## src/rtl/leaderboard_ctrl_if.sv

```systemverilog
`timescale 1ns/1ps
`default_nettype none
// ============================================================================
// Module  : leaderboard_ctrl_if
// Brief   : Station-side submission bus for leaderboard_ctrl: requests with
//           score/id payload, and per-station ack with rank result.
// Rev     : 1.0  initial release
// ============================================================================
interface leaderboard_ctrl_if #(
    parameter int N_REQ   = 4,
    parameter int SCORE_W = 8,
    parameter int ID_W    = 3
);
    logic [N_REQ-1:0]         req;
    logic [N_REQ*SCORE_W-1:0] score_in;
    logic [N_REQ*ID_W-1:0]    id_in;
    logic [N_REQ-1:0]         ack;
    logic [1:0]               rank;
    logic                     busy;
    logic                     upd;

    modport master (output req, score_in, id_in, input  ack, rank, busy, upd);
    modport slave  (input  req, score_in, id_in, output ack, rank, busy, upd);
endinterface
`default_nettype wire

```

## src/rtl/leaderboard_ctrl.sv

```systemverilog
`timescale 1ns/1ps
`default_nettype none
// ============================================================================
// Module  : leaderboard_ctrl
// Brief   : Round-robin arbiter feeding a ranked top-3 score/id table.
//           Optional macro LEADERBOARD_TIE_NEWER_EN: newer equal score ranks
//           above the incumbent (default: incumbent keeps its place).
// Rev     : 1.0  initial release
// ============================================================================
module leaderboard_ctrl #(
    parameter int N_REQ   = 4,
    parameter int SCORE_W = 8,
    parameter int ID_W    = 3
) (
    input  wire                clk,
    input  wire                clr_n,
    leaderboard_ctrl_if.slave  bus,
    output logic [SCORE_W-1:0] score1,
    output logic [SCORE_W-1:0] score2,
    output logic [SCORE_W-1:0] score3,
    output logic [ID_W-1:0]    id1,
    output logic [ID_W-1:0]    id2,
    output logic [ID_W-1:0]    id3,
    output logic [2:0]         vld
);
    localparam int PTR_W = (N_REQ > 1) ? $clog2(N_REQ) : 1;

    typedef enum logic [1:0] {
        S_IDLE = 2'd0,
        S_CMP  = 2'd1,
        S_WR   = 2'd2,
        S_DONE = 2'd3
    } state_t;

    state_t             r_state;
    logic [PTR_W-1:0]   r_rr_ptr;
    logic [PTR_W-1:0]   r_winner;
    logic [SCORE_W-1:0] r_score;
    logic [ID_W-1:0]    r_id;
    logic [1:0]         r_rank;

    logic               w_any;
    logic               w_hit_hi;
    logic [PTR_W-1:0]   w_gnt_hi;
    logic [PTR_W-1:0]   w_gnt_lo;
    logic [PTR_W-1:0]   w_gnt;
    logic [SCORE_W-1:0] w_gnt_score;
    logic [ID_W-1:0]    w_gnt_id;
    logic [2:0]         w_beats;
    logic [1:0]         w_rank;
    logic [N_REQ-1:0]   w_ack_vec;
    logic [PTR_W-1:0]   w_next_ptr;

    assign w_any = |bus.req;

    // Lowest request at or above rr_ptr wins; otherwise wrap to the lowest overall.
    always_comb begin
        w_hit_hi = 1'b0;
        w_gnt_hi = '0;
        w_gnt_lo = '0;
        for (int i = N_REQ - 1; i >= 0; i--) begin
            if (bus.req[i]) begin
                w_gnt_lo = PTR_W'(i);
            end
            if (bus.req[i] && (PTR_W'(i) >= r_rr_ptr)) begin
                w_hit_hi = 1'b1;
                w_gnt_hi = PTR_W'(i);
            end
        end
        w_gnt = w_hit_hi ? w_gnt_hi : w_gnt_lo;
    end

    always_comb begin
        w_gnt_score = '0;
        w_gnt_id    = '0;
        for (int i = 0; i < N_REQ; i++) begin
            if (w_gnt == PTR_W'(i)) begin
                w_gnt_score = bus.score_in[i*SCORE_W +: SCORE_W];
                w_gnt_id    = bus.id_in[i*ID_W +: ID_W];
            end
        end
    end

    // An empty slot always loses to the new entry, whatever its score.
`ifdef LEADERBOARD_TIE_NEWER_EN
    assign w_beats = {r_score >= score3, r_score >= score2, r_score >= score1} | ~vld;
`else
    assign w_beats = {r_score > score3, r_score > score2, r_score > score1} | ~vld;
`endif

    assign w_rank = w_beats[0] ? 2'd1 :
                    w_beats[1] ? 2'd2 :
                    w_beats[2] ? 2'd3 : 2'd0;

    always_comb begin
        w_ack_vec = '0;
        for (int i = 0; i < N_REQ; i++) begin
            w_ack_vec[i] = (r_winner == PTR_W'(i));
        end
    end

    assign w_next_ptr = (r_winner == PTR_W'(N_REQ - 1)) ? '0 : r_winner + PTR_W'(1);

    always_ff @(posedge clk or negedge clr_n) begin
        if (!clr_n) begin
            r_state  <= S_IDLE;
            r_rr_ptr <= '0;
            r_winner <= '0;
            r_score  <= '0;
            r_id     <= '0;
            r_rank   <= 2'd0;
            score1   <= '0;
            score2   <= '0;
            score3   <= '0;
            id1      <= '0;
            id2      <= '0;
            id3      <= '0;
            vld      <= 3'b000;
            bus.ack  <= '0;
            bus.rank <= 2'd0;
            bus.busy <= 1'b0;
            bus.upd  <= 1'b0;
        end else begin
            case (r_state)
                S_IDLE: begin
                    if (w_any) begin
                        r_winner <= w_gnt;
                        r_score  <= w_gnt_score;
                        r_id     <= w_gnt_id;
                        bus.busy <= 1'b1;
                        r_state  <= S_CMP;
                    end
                end
                S_CMP: begin
                    r_rank  <= w_rank;
                    r_state <= S_WR;
                end
                S_WR: begin
                    case (r_rank)
                        2'd1: begin
                            score3 <= score2;   id3 <= id2;   vld[2] <= vld[1];
                            score2 <= score1;   id2 <= id1;   vld[1] <= vld[0];
                            score1 <= r_score;  id1 <= r_id;  vld[0] <= 1'b1;
                        end
                        2'd2: begin
                            score3 <= score2;   id3 <= id2;   vld[2] <= vld[1];
                            score2 <= r_score;  id2 <= r_id;  vld[1] <= 1'b1;
                        end
                        2'd3: begin
                            score3 <= r_score;  id3 <= r_id;  vld[2] <= 1'b1;
                        end
                        default: ;
                    endcase
                    r_rr_ptr <= w_next_ptr;
                    bus.ack  <= w_ack_vec;
                    bus.rank <= r_rank;
                    bus.upd  <= (r_rank != 2'd0);
                    r_state  <= S_DONE;
                end
                S_DONE: begin
                    bus.ack  <= '0;
                    bus.rank <= 2'd0;
                    bus.upd  <= 1'b0;
                    bus.busy <= 1'b0;
                    r_state  <= S_IDLE;
                end
                default: r_state <= S_IDLE;
            endcase
        end
    end
endmodule
`default_nettype wire

```

## src/flat_wrapper.sv

```systemverilog
// flat-port wrapper written by rule: the top's interface ports become plain ports
module leaderboard_ctrl_flat 
#(
    parameter int N_REQ   = 4,
    parameter int SCORE_W = 8,
    parameter int ID_W    = 3
)
  (clk, clr_n, score1, score2, score3, id1, id2, id3, vld, bus_req, bus_score_in, bus_id_in, bus_ack, bus_rank, bus_busy, bus_upd);
  leaderboard_ctrl_if #(.N_REQ(N_REQ), .SCORE_W(SCORE_W), .ID_W(ID_W)) bus_i ();
  input  wire clk;
  input  wire clr_n;
  output logic [SCORE_W-1:0] score1;
  output logic [SCORE_W-1:0] score2;
  output logic [SCORE_W-1:0] score3;
  output logic [ID_W-1:0] id1;
  output logic [ID_W-1:0] id2;
  output logic [ID_W-1:0] id3;
  output logic [2:0] vld;
  input wire logic [$bits(bus_i.req)-1:0] bus_req;
  input wire logic [$bits(bus_i.score_in)-1:0] bus_score_in;
  input wire logic [$bits(bus_i.id_in)-1:0] bus_id_in;
  output wire logic [$bits(bus_i.ack)-1:0] bus_ack;
  output wire logic [$bits(bus_i.rank)-1:0] bus_rank;
  output wire logic [$bits(bus_i.busy)-1:0] bus_busy;
  output wire logic [$bits(bus_i.upd)-1:0] bus_upd;
  assign bus_i.req = bus_req;
  assign bus_i.score_in = bus_score_in;
  assign bus_i.id_in = bus_id_in;
  assign bus_ack = bus_i.ack;
  assign bus_rank = bus_i.rank;
  assign bus_busy = bus_i.busy;
  assign bus_upd = bus_i.upd;
  leaderboard_ctrl #(.N_REQ(N_REQ), .SCORE_W(SCORE_W), .ID_W(ID_W)) u_core (.clk(clk), .clr_n(clr_n), .bus(bus_i), .score1(score1), .score2(score2), .score3(score3), .id1(id1), .id2(id2), .id3(id3), .vld(vld));
endmodule
```

## config.mk

```make
export PLATFORM = sky130hd
export DESIGN_NAME = leaderboard_ctrl_flat
export DESIGN_NICKNAME = d
export VERILOG_FILES = /design/src/rtl/leaderboard_ctrl_if.sv /design/src/rtl/leaderboard_ctrl.sv /design/src/flat_wrapper.sv
export SDC_FILE = /design/constraint.sdc
export NUM_CORES = 1
export LEC_CHECK = 0
export ABC_AREA = 1
export BUFFER_PORTS_ARGS = -buffer_cell sky130_fd_sc_hd__buf_2
export CORE_AREA = 2 2 85 87
export CTS_BUF_LIST = sky130_fd_sc_hd__clkbuf_2
export CTS_CLUSTER_DIAMETER = 50
export DETAILED_ROUTE_END_ITERATION = 8
export DIE_AREA = 0 0 87 89
export GPL_TIMING_DRIVEN = 0
export PLACE_DENSITY = 0.86
export SETUP_SLACK_MARGIN = 0.02
export SLEW_MARGIN = 30
export SYNTH_ARGS = -nofsm -noshare
export SYNTH_HDL_FRONTEND = slang
export SYNTH_SLANG_ARGS = --single-unit
```

## constraint.sdc

```tcl
create_clock -name clk -period 3.25 [get_ports clk]
set_input_delay 0.1625 -clock clk [delete_from_list [all_inputs] [get_ports clk]]
set_output_delay 0.1625 -clock clk [all_outputs]
set_load 0.03 [all_outputs]
```

==> metrics.md, run 1 <==
| Metric | Value |
|---|---|
| Initial antenna violation count | `1` |
| Fillers | `540` |
| Initial DRC count | `324` |
| Total of warnings raised by yosys | `0` |
| Worst-path cell chain | `nand2_1, nand2_2, nand2_1, nand2_1, nand2_2, nand2_4, buf_6, nand2_1, nand3_1, dlygate4sd3_1, nand2_1, dlygate4sd3_1, nand2_1` |
| Tmin final | `2610 ps` |
| Number of clock sinks | `63` |
| # DRC | `0` |
| Syn nets | `612` |
| Cell Area, Synth | `3960 sq um` |
| CTS tree | `done` |
| Final WL | `approximately 9600 um` |
| Power share of the clock group | `10.4%` |
| R2R Setup Slk | `640 ps` |
| Die H | `89 um` |
| Num CTS Buffers | `9` |
| Part of the power in registers | `29.2%` |
| Switching Share | `between 50% and 60%` |
| Hold crit path type | `input pin to flop` |
| Largest net degree at the start of global routing | `between 60 and 70` |
| Finished Layout Cells | `around 720` |
| Postcts setup bufs | `0` |
| Vias/cell | `5.36` |
| Detailed Place HPWL | `7420 um` |
| Die area | `7740 sq um` |
| Cell Int Power | `between 2 and 2.5 mW` |
| PortBufs | `93` |
| Worst-Margin Slew | `786 ps` |
| Yosys top cell by area | `dfrtp_1` |
| Initial Util | `58.9%` |
| PostCTS Resize Cnt | `0` |
| Total negative slack | `0 ps` |
| Worst vdd ir | `366 uV` |
| Design area | `4760 sq um` |
| Top-area cell type share of the netlist area | `39.9%` |
| Grt total ovfl | `0` |
| Vias post-DR | `slightly below 4000` |
| Final Setup Violations | `0` |
| Combinational cell fraction of total power | `60.4%` |
| First-pass GRT wire length | `around 16000 um` |
| Register area share after synthesis | `39.9%` |
| Worst setup SP type | `flop` |
| Most common cell type on the critical path | `nand2_1` |
| Die width | `87 um` |
| Total of max-cap violations | `0` |
| Core Util, Final | `70.9%` |
| Post-synth cell types | `25` |
| Mapped Avg Cell Area | `about 7.5 sq um` |
| Final worst slack | `between 600 and 700 ps` |
| Core area | `between 6000 and 7000 sq um` |
| Run status | `finished, final reports clean` |
| Arrival @ worst endpoint | `3000 ps` |
| Hold Fails Final Rpt | `0` |
| Longest Clk Path Bufs | `2` |
| Synth Instances | `524` |
| Register bit count reported by yosys | `63` |
| Peak fanout along the critical path | `10` |
| Clk_skew | `21.4 ps` |
| Final period utilization | `roughly four fifths` |
| I/O pin cnt | `94` |
| Routability cong. | `~0.93` |
| Dominant cells by area after synthesis | `dfrtp_1, nand2_1, ha_1, inv_1, o21ai_0` |
| Critical Path End Type | `flop` |
| Row count | `30` |
| Area post-placement | `4520 sq um` |
| Gr usage total | `26.5%` |
| Worst setup path class | `flop to flop` |
| Hold-fix buffers, CTS | `11` |
| CTS H-Tree Depth | `3` |
| CTS Root Cell | `clkbuf_2` |
| Placed Instances | `697` |
| Synth-to-layout area growth | `20.4%` |
| Skew-Pair Late Insertion Delay | `about 480 ps` |
| Slowest cell delay on critical path | `570 ps` |
| WL/cell | `between 10 and 15 um` |
| Share of cells above drive strength 1 | `20.4%` |
| Worst EP required | `3630 ps` |
| Fin nets | `727` |
| Leak | `2.69 nW` |
| Router iterations before antenna repair | `7` |
| RSZ-0062 raised after global routing | `no` |
| Clock Pin Slew Worst Setup and Hold Paths | `160 ps` |
| Sw Pwr | `~2.6 mW` |
| Number of global-route vias before repair | `3729` |
| Slew Limit Fails | `0` |
| Dpl ws | `roughly 1400 ps` |
| Peak Freq | `0.383 GHz` |
| Routed Antenna Nets | `0` |
| P per Cell Area | `about 1100 nW/um^2` |
| Cell with the largest stage delay on the worst path | `dlygate4sd3_1` |
| Slew Limit Headroom | `47.6%` |
[placed cells by master, fill, tap and decap left out, types with 11 or more instances in the layout]
cell | netlist | final
nand2_1 | 127 | 127
buf_2 | 8 | 100
inv_1 | 80 | 80
dfrtp_1 | 63 | 63
o21ai_0 | 44 | 44
nand3_1 | 39 | 39
ha_1 | 38 | 38
nor2_1 | 29 | 29
a21oi_1 | 28 | 28
o211ai_1 | 15 | 15
nand4_1 | 11 | 11
clkbuf_2 | 0 | 11
dlygate4sd3_1 | 0 | 11
[final timing paths]
kind | from | depth (start not counted) | endpoint
worst max-delay path | u_core.r_rr_ptr[0]$_DFFE_PN0P_ | 13 | u_core.r_score[5]$_DFFE_PN0P_
worst min-delay path | bus_score_in[14] | 5 | u_core.r_score[6]$_DFFE_PN0P_
worst max register to register | u_core.r_rr_ptr[0]$_DFFE_PN0P_ | 13 | u_core.r_score[5]$_DFFE_PN0P_
worst min register to register | u_core.bus.ack[1]$_DFFE_PN0P_ | 2 | u_core.bus.ack[1]$_DFFE_PN0P_
max in group asynchronous | clr_n | 2 | u_core.score1[7]$_DFFE_PN0P_
min in group asynchronous | clr_n | 2 | u_core.score3[6]$_DFFE_PN0P_
[cell families after synthesis]
group	after synthesis	share of synthesized area [%]
adder cells (fa/ha/maj)	38	12.0
AO/OA/AOI/OAI	103	14.5
AND/OR/NAND/NOR	215	23.2
flip-flops	63	39.9
buffers and inverters	105	10.5
[layout make-up]
| type | count | area, sq um | area share (%) |
|---|---|---|---|
| Antenna cell | 1 | 2.50 | 0.0525 |
| Buffer | 20 | 96.3 | 2.02 |
| Clock buffer | 11 | 55.1 | 1.16 |
| Clock inverter | 4 | 71.3 | 1.50 |
| Inverter | 85 | 319 | 6.70 |
| Multi-Input combinational cell | 356 | 1960 | 41.2 |
| Sequential cell | 63 | 1580 | 33.1 |
| Tap cell | 80 | 100 | 2.10 |
| Timing Repair Buffer | 104 | 578 | 12.1 |
[synthesized netlist by cell type (all sizes together)]
cell type / count
inv: 85
o21a: 3
or2: 2
nand3: 39
nand2: 133
buf: 10
nand4: 11
o31ai: 1
o21ai: 53
o21bai: 2
o211ai: 15
nor2: 30
dfrtp: 63
ha: 38
a21oi: 29
clkbuf: 10
[through the flow]
| stage | hold WS, ps | total power [mW] |
|---|---|---|
| floorplan | -133 | 3.63 |
| global placement | 466 | 4.35 |
| detailed placement | 294 | 4.49 |
| CTS | 2.96 | 5.08 |
| global route | 23.4 | 5.57 |
| finish | 24.9 | 5.09 |
[sequential cells by signal, indices dropped and copies added (netlist names)]
signal           flops
u_core.bus.ack       4
u_core.bus.busy      1
u_core.bus.rank      2
u_core.bus.upd       1
u_core.id1           3
u_core.id2           3
u_core.id3           3
u_core.r_id          3
u_core.r_rank        2
u_core.r_rr_ptr      2
u_core.r_score       8
u_core.r_state       2
u_core.r_winner      2
u_core.score1        8
u_core.score2        8
u_core.score3        8
u_core.vld           3
[layer usage]
| layer | part of all wire, % | track usage, % | vias to the layer above | wire [um] |
|---|---|---|---|---|
| met5 | 0 | 0 | - | 0 |
| met4 | 3.4 | 15.8 | 0 | 323 |
| met3 | 6.6 | 4.16 | 30 | 635 |
| met2 | 46 | 43.7 | 187 | 4450 |
| met1 | 44 | 33.0 | 1736 | 4230 |
| li1 | - | - | 1928 | - |
[worst max-delay path, delay by kind of cell, from the launching register on]
kind,cells,cell delay (ps)
flops,1,450
simple gates,10,800
buf+inv,3,1260
[power by group through the flow]
stage                     combinational [mW]  clock (mW)  sequential [mW]
final                                   3.08       0.530             1.49
after global routing                    3.46       0.569             1.53
after CTS                               3.06       0.534             1.48
after detailed placement                2.99           0             1.50
after global placement                  2.87           0             1.48
after floorplan                         1.71           0             1.92
Power figures use the tool's default switching activity.
==> run 2, diff against run 1 <==
CORE_AREA = 2 2 92 94   (was 2 2 85 87)
DIE_AREA = 0 0 94 96   (was 0 0 87 89)
PLACE_DENSITY = 0.77   (was 0.86)
clock period = 2.4 ns   (was 3.25 ns; I/O delays follow)
==> metrics.md, run 2 (synthesis results as in run 1) <==
| Metric | Value |
|---|---|
| Worst-Margin Slew | `794 ps (+8.52 ps)` |
| Die H | `96 um (+7.9%)` |
| Core area | `8050 sq um (+20%)` |
| Number of clock sinks | `63 (unchanged)` |
| Multi-input combinational cell area | `1960 sq um (unchanged)` |
| Die width | `94 um (+8.0%)` |
| Synth-to-layout area growth | `27.6%` |
| Reg2Reg Launch Point | `u_core.r_state[0]$_DFFE_PN0P_` |
| Initial DRC count | `173 (-47%)` |
| Clock Pin Slew Worst Setup and Hold Paths | `160 ps (about the same)` |
| Skew-Pair Late Insertion Delay | `500 ps (+20 ps)` |
| Run status | `finished, final reports clean` |
| Max layer used | `met4` |
| Sw Pwr | `3.62 mW (+37%)` |
| CP Launch Point | `u_core.r_state[0]$_DFFE_PN0P_` |
| Total of max-cap violations | `0 (unchanged)` |
| Cell Int Power | `3.36 mW (+37%)` |
| CTS H-Tree Depth | `3 (unchanged)` |
| Total negative slack | `0 ps (unchanged)` |
| Leak | `2.80 nW (+4.3%)` |
| PortBufs | `93 (unchanged)` |
| FF-to-FF path depth | `8 (-5)` |
| PostCTS Resize Cnt | `0 (unchanged)` |
| Slew Limit Headroom | `47.1% (-0.57 points)` |
| Share of cells above drive strength 1 | `19.6% (-0.73 points)` |
| Switching Share | `51.8% (about the same)` |
| CTS Root Cell | `clkbuf_2` |
| WL met3 | `557 um (-12%)` |
| Register area | `1580 sq um (unchanged)` |
| Routed Antenna Nets | `0 (unchanged)` |
| Num CTS Buffers | `9 (unchanged)` |
| Fillers | `738 (+37%)` |
| Antenna Cells | `0 (-1)` |
| Gr usage total | `24.7% (-1.8 points)` |
| Row count | `33 (+10%)` |
| Die area | `9020 sq um (+17%)` |
| Grt total ovfl | `0 (unchanged)` |
| First-pass GRT wire length | `17500 um (+8.0%)` |
| Final Setup Violations | `0 (unchanged)` |
| Initial antenna violation count | `0 (-1)` |
| Postcts setup bufs | `0 (unchanged)` |
| RSZ-0062 raised after global routing | `no` |
| FF-to-FF End | `u_core.r_score[7]$_DFFE_PN0P_` |
| Vias/cell | `5.07 (-5.4%)` |
| Largest net degree at the start of global routing | `64 (unchanged)` |
| Part of the power in registers | `29.0% (-0.2 points)` |
| Fin nets | `755 (+3.9%)` |
| Final WL | `10600 um (+9.8%)` |
| Combinational cell fraction of total power | `62.0% (+1.6 points)` |
| Worst setup path class | `flop to flop` |
| Router iterations before antenna repair | `4 (-3)` |
| Core Util, Final | `62.7% (-8.2 points)` |
| Initial Util | `49.1% (-9.7 points)` |
| CTS tree | `done` |
| Worst vdd ir | `432 uV (+18%)` |
| Worst EP required | `2820 ps (-810 ps)` |
| HP Start | `bus_req[1]` |
| Worst setup SP type | `flop` |
| WL/cell | `13.6 um (+2.3%)` |
| Most frequent cells in the layout | `nand2_1, buf_2, inv_1, dfrtp_1, o21ai_0` |
| Final period utilization | `88.9% (+8.5 points)` |
| Longest Clk Path Bufs | `2 (unchanged)` |
| Detailed Place HPWL | `7840 um (+5.6%)` |
| Clk_skew | `25.2 ps (+3.80 ps)` |
| CP endpoint | `u_core.r_score[7]$_DFFE_PN0P_` |
| # DRC | `0 (unchanged)` |
| Hold-fix buffers, CTS | `39 (+28)` |
| Tmin final | `2130 ps (-479 ps)` |
| Hold Fails Final Rpt | `0 (unchanged)` |
| Number of global-route vias before repair | `3943 (+5.7%)` |
| Slew Limit Fails | `0 (unchanged)` |
| Vias post-DR | `3942 (+1.6%)` |
| Routability cong. | `0.872 (-5.8%)` |
| Power share of the clock group | `9.0% (-1.4 points)` |
| Arrival @ worst endpoint | `2560 ps (-440 ps)` |
| Peak fanout along the critical path | `10 (unchanged)` |
| P per Cell Area | `1380 nW/um^2 (+29%)` |
| Wire length on met2 | `5320 um (+19%)` |
| Hold crit path type | `input pin to flop` |
| Met1 wire length | `4510 um (+6.6%)` |
| I/O pin cnt | `94 (unchanged)` |
| Power, Total | `6.97 mW (+37%)` |
| Peak Freq | `0.469 GHz (+22%)` |
| Critical Path End Type | `flop` |
| R2R Setup Slk | `270 ps (-370 ps)` |
| Most common cell after layout, fill and taps aside | `nand2_1` |
## run 2: cell count changes in the layout (fill, tap and decap cells not counted), sizes merged
| cell | delta |
|---|---|
| dlygate4sd3 | +28 |
| clkinv | +3 |
| bufinv | -1 |
| clkinvlp | -1 |
| diode | -1 |
## run 2: power groups by stage
stage,combinational (mW),clock [mW],sequential (mW)
global placement,3.91,0,2.01
CTS,4.32,0.638,2.02
finish,4.32,0.627,2.03
floorplan,2.32,0,2.60
global route,4.86,0.683,2.10
detailed placement,4.09,0,2.05
## run 2: metrics by stage
stage | cells | area (sq um) | worst slack, ps | hold WS [ps]
floorplan | 524 | 3960 | 758 | -176
global placement | 722 | 4550 | 619 | 430
detailed placement | 722 | 4550 | 556 | 260
CTS | 777 | 5050 | 275 | 5.85
global route | 777 | 5050 | 102 | 36.5
finish | 777 | 5050 | 266 | 56.3
## run 2: critical path, cell delays in order (launching register included)
cell,delay (ps)
dfrtp_1,430
inv_1,130
ha_1,190
nand2_1,140
inv_1,160
buf_2,240
nand3_1,90
dlygate4sd3_1,560
o21ai_1,130
## run 2: worst min path at each step
stage	endpoint	slack [ps]	cells past startpoint
floorplan	u_core.bus.ack[0]$_DFFE_PN0P_	-180	0
global placement	u_core.r_score[5]$_DFFE_PN0P_	430	5
detailed placement	u_core.id3[0]$_DFFE_PN0P_	260	1
CTS	u_core.r_score[4]$_DFFE_PN0P_	6	7
global route	u_core.r_score[4]$_DFFE_PN0P_	40	7
finish	u_core.r_state[0]$_DFFE_PN0P_	60	4
## run 2: metal layers
metal,global-route usage (%),up-vias
met5,0,-
met4,11.1,0
met3,4.78,18
met2,44.6,135
met1,28.4,1807
li1,-,1982
## run 2: cell type report
class / instances / share of cell area [%]
buffer: 20 / 1.91
tap: 105 / 2.60
clock buffer: 11 / 1.09
sequential: 63 / 31.2
timing repair buffer: 132 / 17.0
inverter: 85 / 6.32
multi-input combinational: 356 / 38.9
clock inverter: 5 / 0.967
==> run 3, diff against run 2 <==
CTS_BUF_LIST = sky130_fd_sc_hd__clkbuf_8   (was sky130_fd_sc_hd__clkbuf_2)
==> metrics.md, run 3 (synthesis results as in run 1) <==
| Metric | Value |
|---|---|
| Run status | `finished, final reports clean` |
| Die width | `94 um (unchanged)` |
| P per Cell Area | `1480 nW/um^2 (+7.1%)` |
| Worst setup path class | `flop to flop` |
| Number of clock sinks | `63 (unchanged)` |
| Worst-Margin Slew | `808 ps (+14.0 ps)` |
| Critical Path End Type | `flop` |
| CTS Root Cell | `clkbuf_8` |
| Hold Fails Final Rpt | `0 (unchanged)` |
| Largest net degree at the start of global routing | `64 (unchanged)` |
| Arrival @ worst endpoint | `2090 ps (-470 ps)` |
| # DRC | `0 (unchanged)` |
| FF-to-FF End | `u_core.score2[3]$_DFFE_PN0P_` |
| Total of max-cap violations | `0 (unchanged)` |
| CTS tree | `done` |
| Final Setup Violations | `0 (unchanged)` |
| Postcts setup bufs | `0 (unchanged)` |
| Die area | `9020 sq um (unchanged)` |
| CP delay by family, top | `buffers and inverters` |
| Worst setup SP type | `flop` |
| HP Start | `bus_score_in[5]` |
| Worst vdd ir | `370 uV (-14%)` |
| Min Hold Slack | `71.3 ps (+15.1 ps)` |
| Core area | `8050 sq um (unchanged)` |
| Tmin final | `1870 ps (-262 ps)` |
| Clk_skew | `6.15 ps (-19.0 ps)` |
| Total negative slack | `0 ps (unchanged)` |
| Initial Util | `49.1% (unchanged)` |
| Fin nets | `717 (-5.0%)` |
| Number of global-route vias before repair | `3593 (-8.9%)` |
| Routability cong. | `0.872 (unchanged)` |
| R2R Setup Slk | `530 ps (+260 ps)` |
| Worst Hold End | `u_core.r_score[5]$_DFFE_PN0P_` |
| Dpl ws | `556 ps (unchanged)` |
| Peak fanout along the critical path | `10 (unchanged)` |
| Share of cells above drive strength 1 | `20.7% (+1.0 points)` |
| Power, Total | `7.04 mW (+0.89%)` |
| Initial DRC count | `164 (-5.2%)` |
| Final period utilization | `78.0% (-11 points)` |
| I/O pin cnt | `94 (unchanged)` |
| FF-to-FF path depth | `9 (+1)` |
| Final worst slack | `528 ps (+262 ps)` |
| PortBufs | `93 (unchanged)` |
| Most frequent cells in the layout | `nand2_1, buf_2, inv_1, dfrtp_1, o21ai_0` |
| Core Util, Final | `59.1% (-3.7 points)` |
| Peak Freq | `0.534 GHz (+14%)` |
| Min-Delay Path Depth | `5 (+1)` |
| Routed Antenna Nets | `0 (unchanged)` |
| Hold crit path type | `input pin to flop` |
| Slew Limit Fails | `0 (unchanged)` |
| WL/cell | `13.4 um (-1.4%)` |
| Gr usage total | `23.2% (-1.5 points)` |
| Slew Limit Headroom | `46.1% (-0.94 points)` |
| Detailed Place HPWL | `7840 um (unchanged)` |
| Final WL | `9920 um (-6.2%)` |
| Most common cell after layout, fill and taps aside | `nand2_1` |
| Grt total ovfl | `0 (unchanged)` |
| Num CTS Buffers | `9 (unchanged)` |
| Slowest cell delay on critical path | `400 ps (-160 ps)` |
| PostCTS Resize Cnt | `0 (unchanged)` |
| CTS H-Tree Depth | `3 (unchanged)` |
| RSZ-0062 raised after global routing | `no` |
| Die H | `96 um (unchanged)` |
| Router iterations before antenna repair | `4 (unchanged)` |
| Clock Pin Slew Worst Setup and Hold Paths | `70 ps (-90 ps)` |
| Longest Clk Path Bufs | `2 (unchanged)` |
| Hold-fix buffers, CTS | `1 (-97%)` |
| Worst EP required | `2620 ps (-200 ps)` |
| WP buf/inv | `4 (unchanged)` |
| Vias post-DR | `3728 (-5.4%)` |
| First-pass GRT wire length | `16300 um (-6.8%)` |
| Skew-Pair Late Insertion Delay | `350 ps (-150 ps)` |
| Reg2Reg Launch Point | `u_core.r_state[0]$_DFFE_PN0P_` |
| Antenna Cells | `0 (unchanged)` |
| Synth-to-layout area growth | `20.2%` |
| Initial antenna violation count | `0 (unchanged)` |
| Row count | `33 (unchanged)` |
| Cell with the largest stage delay on the worst path | `dfrtp_1` |
| Worst-path cell chain | `inv_1, ha_1, buf_2, nand2_1, inv_1, buf_2, o21ai_0, a21oi_1, a21oi_1` |
| Vias/cell | `5.04 (-0.57%)` |
| Leak | `2.69 nW (-4.2%)` |
==> run 3: how the worst max path moves through the flow <==
| stage | startpoint | to | cells after the start |
|---|---|---|---|
| global placement | u_core.r_state[0]$_DFFE_PN0P_ | u_core.score2[6]$_DFFE_PN0P_ | 9 |
| global route | u_core.r_state[0]$_DFFE_PN0P_ | u_core.score2[3]$_DFFE_PN0P_ | 9 |
| finish | u_core.r_state[0]$_DFFE_PN0P_ | u_core.score2[3]$_DFFE_PN0P_ | 9 |
| CTS | u_core.r_state[0]$_DFFE_PN0P_ | u_core.score2[3]$_DFFE_PN0P_ | 9 |
| detailed placement | u_core.r_state[0]$_DFFE_PN0P_ | u_core.score2[3]$_DFFE_PN0P_ | 9 |
| floorplan | u_core.score3[1]$_DFFE_PN0P_ | u_core.r_rank[1]$_DFFE_PN0N_ | 12 |
==> run 3: routing by layer <==
| layer | share of wire [%] | GRT usage (%) | up-vias |
|---|---|---|---|
| met1 | 45 | 28.8 | 1674 |
| li1 | - | - | 1904 |
| met2 | 47 | 39.4 | 135 |
| met4 | 1.9 | 10.1 | 0 |
| met5 | 0 | 0 | - |
| met3 | 6.2 | 4.46 | 15 |
==> run 3: cell type report <==
type	count	area, sq um
Multi-Input combinational cell	356	1960
Fill cell	771	3300
Clock inverter	6	52.6
Timing Repair Buffer	94	478
Sequential cell	63	1580
Inverter	85	319
Tap cell	105	131
Clock buffer	10	138
Buffer	20	96.3
==> run 3: power breakdown <==
| part | internal, mW | switching [mW] |
|---|---|---|
| Clock | 0.495 | 0.414 |
| Combinational | 1.36 | 2.74 |
| Sequential | 1.58 | 0.457 |
| Total | 3.43 | 3.61 |
==> run 3: worst reg2reg max path, delay by kind of cell, from the launching register on <==
family / cells / cell delay, ps
buffers and inverters: 4 / 690
DFF: 1 / 400
AOI/OAI and AO/OA: 3 / 320
adders and majority gates: 1 / 190
and+or+nand+nor: 1 / 160
==> run 3: per-stage QoR <==
step | area [sq um] | instances
2_1_floorplan | 3960 | 524
3_3_place_gp | 4550 | 722
3_5_place_dp | 4550 | 722
4_1_cts | 4750 | 739
5_1_grt | 4750 | 739
6_report | 4750 | 739
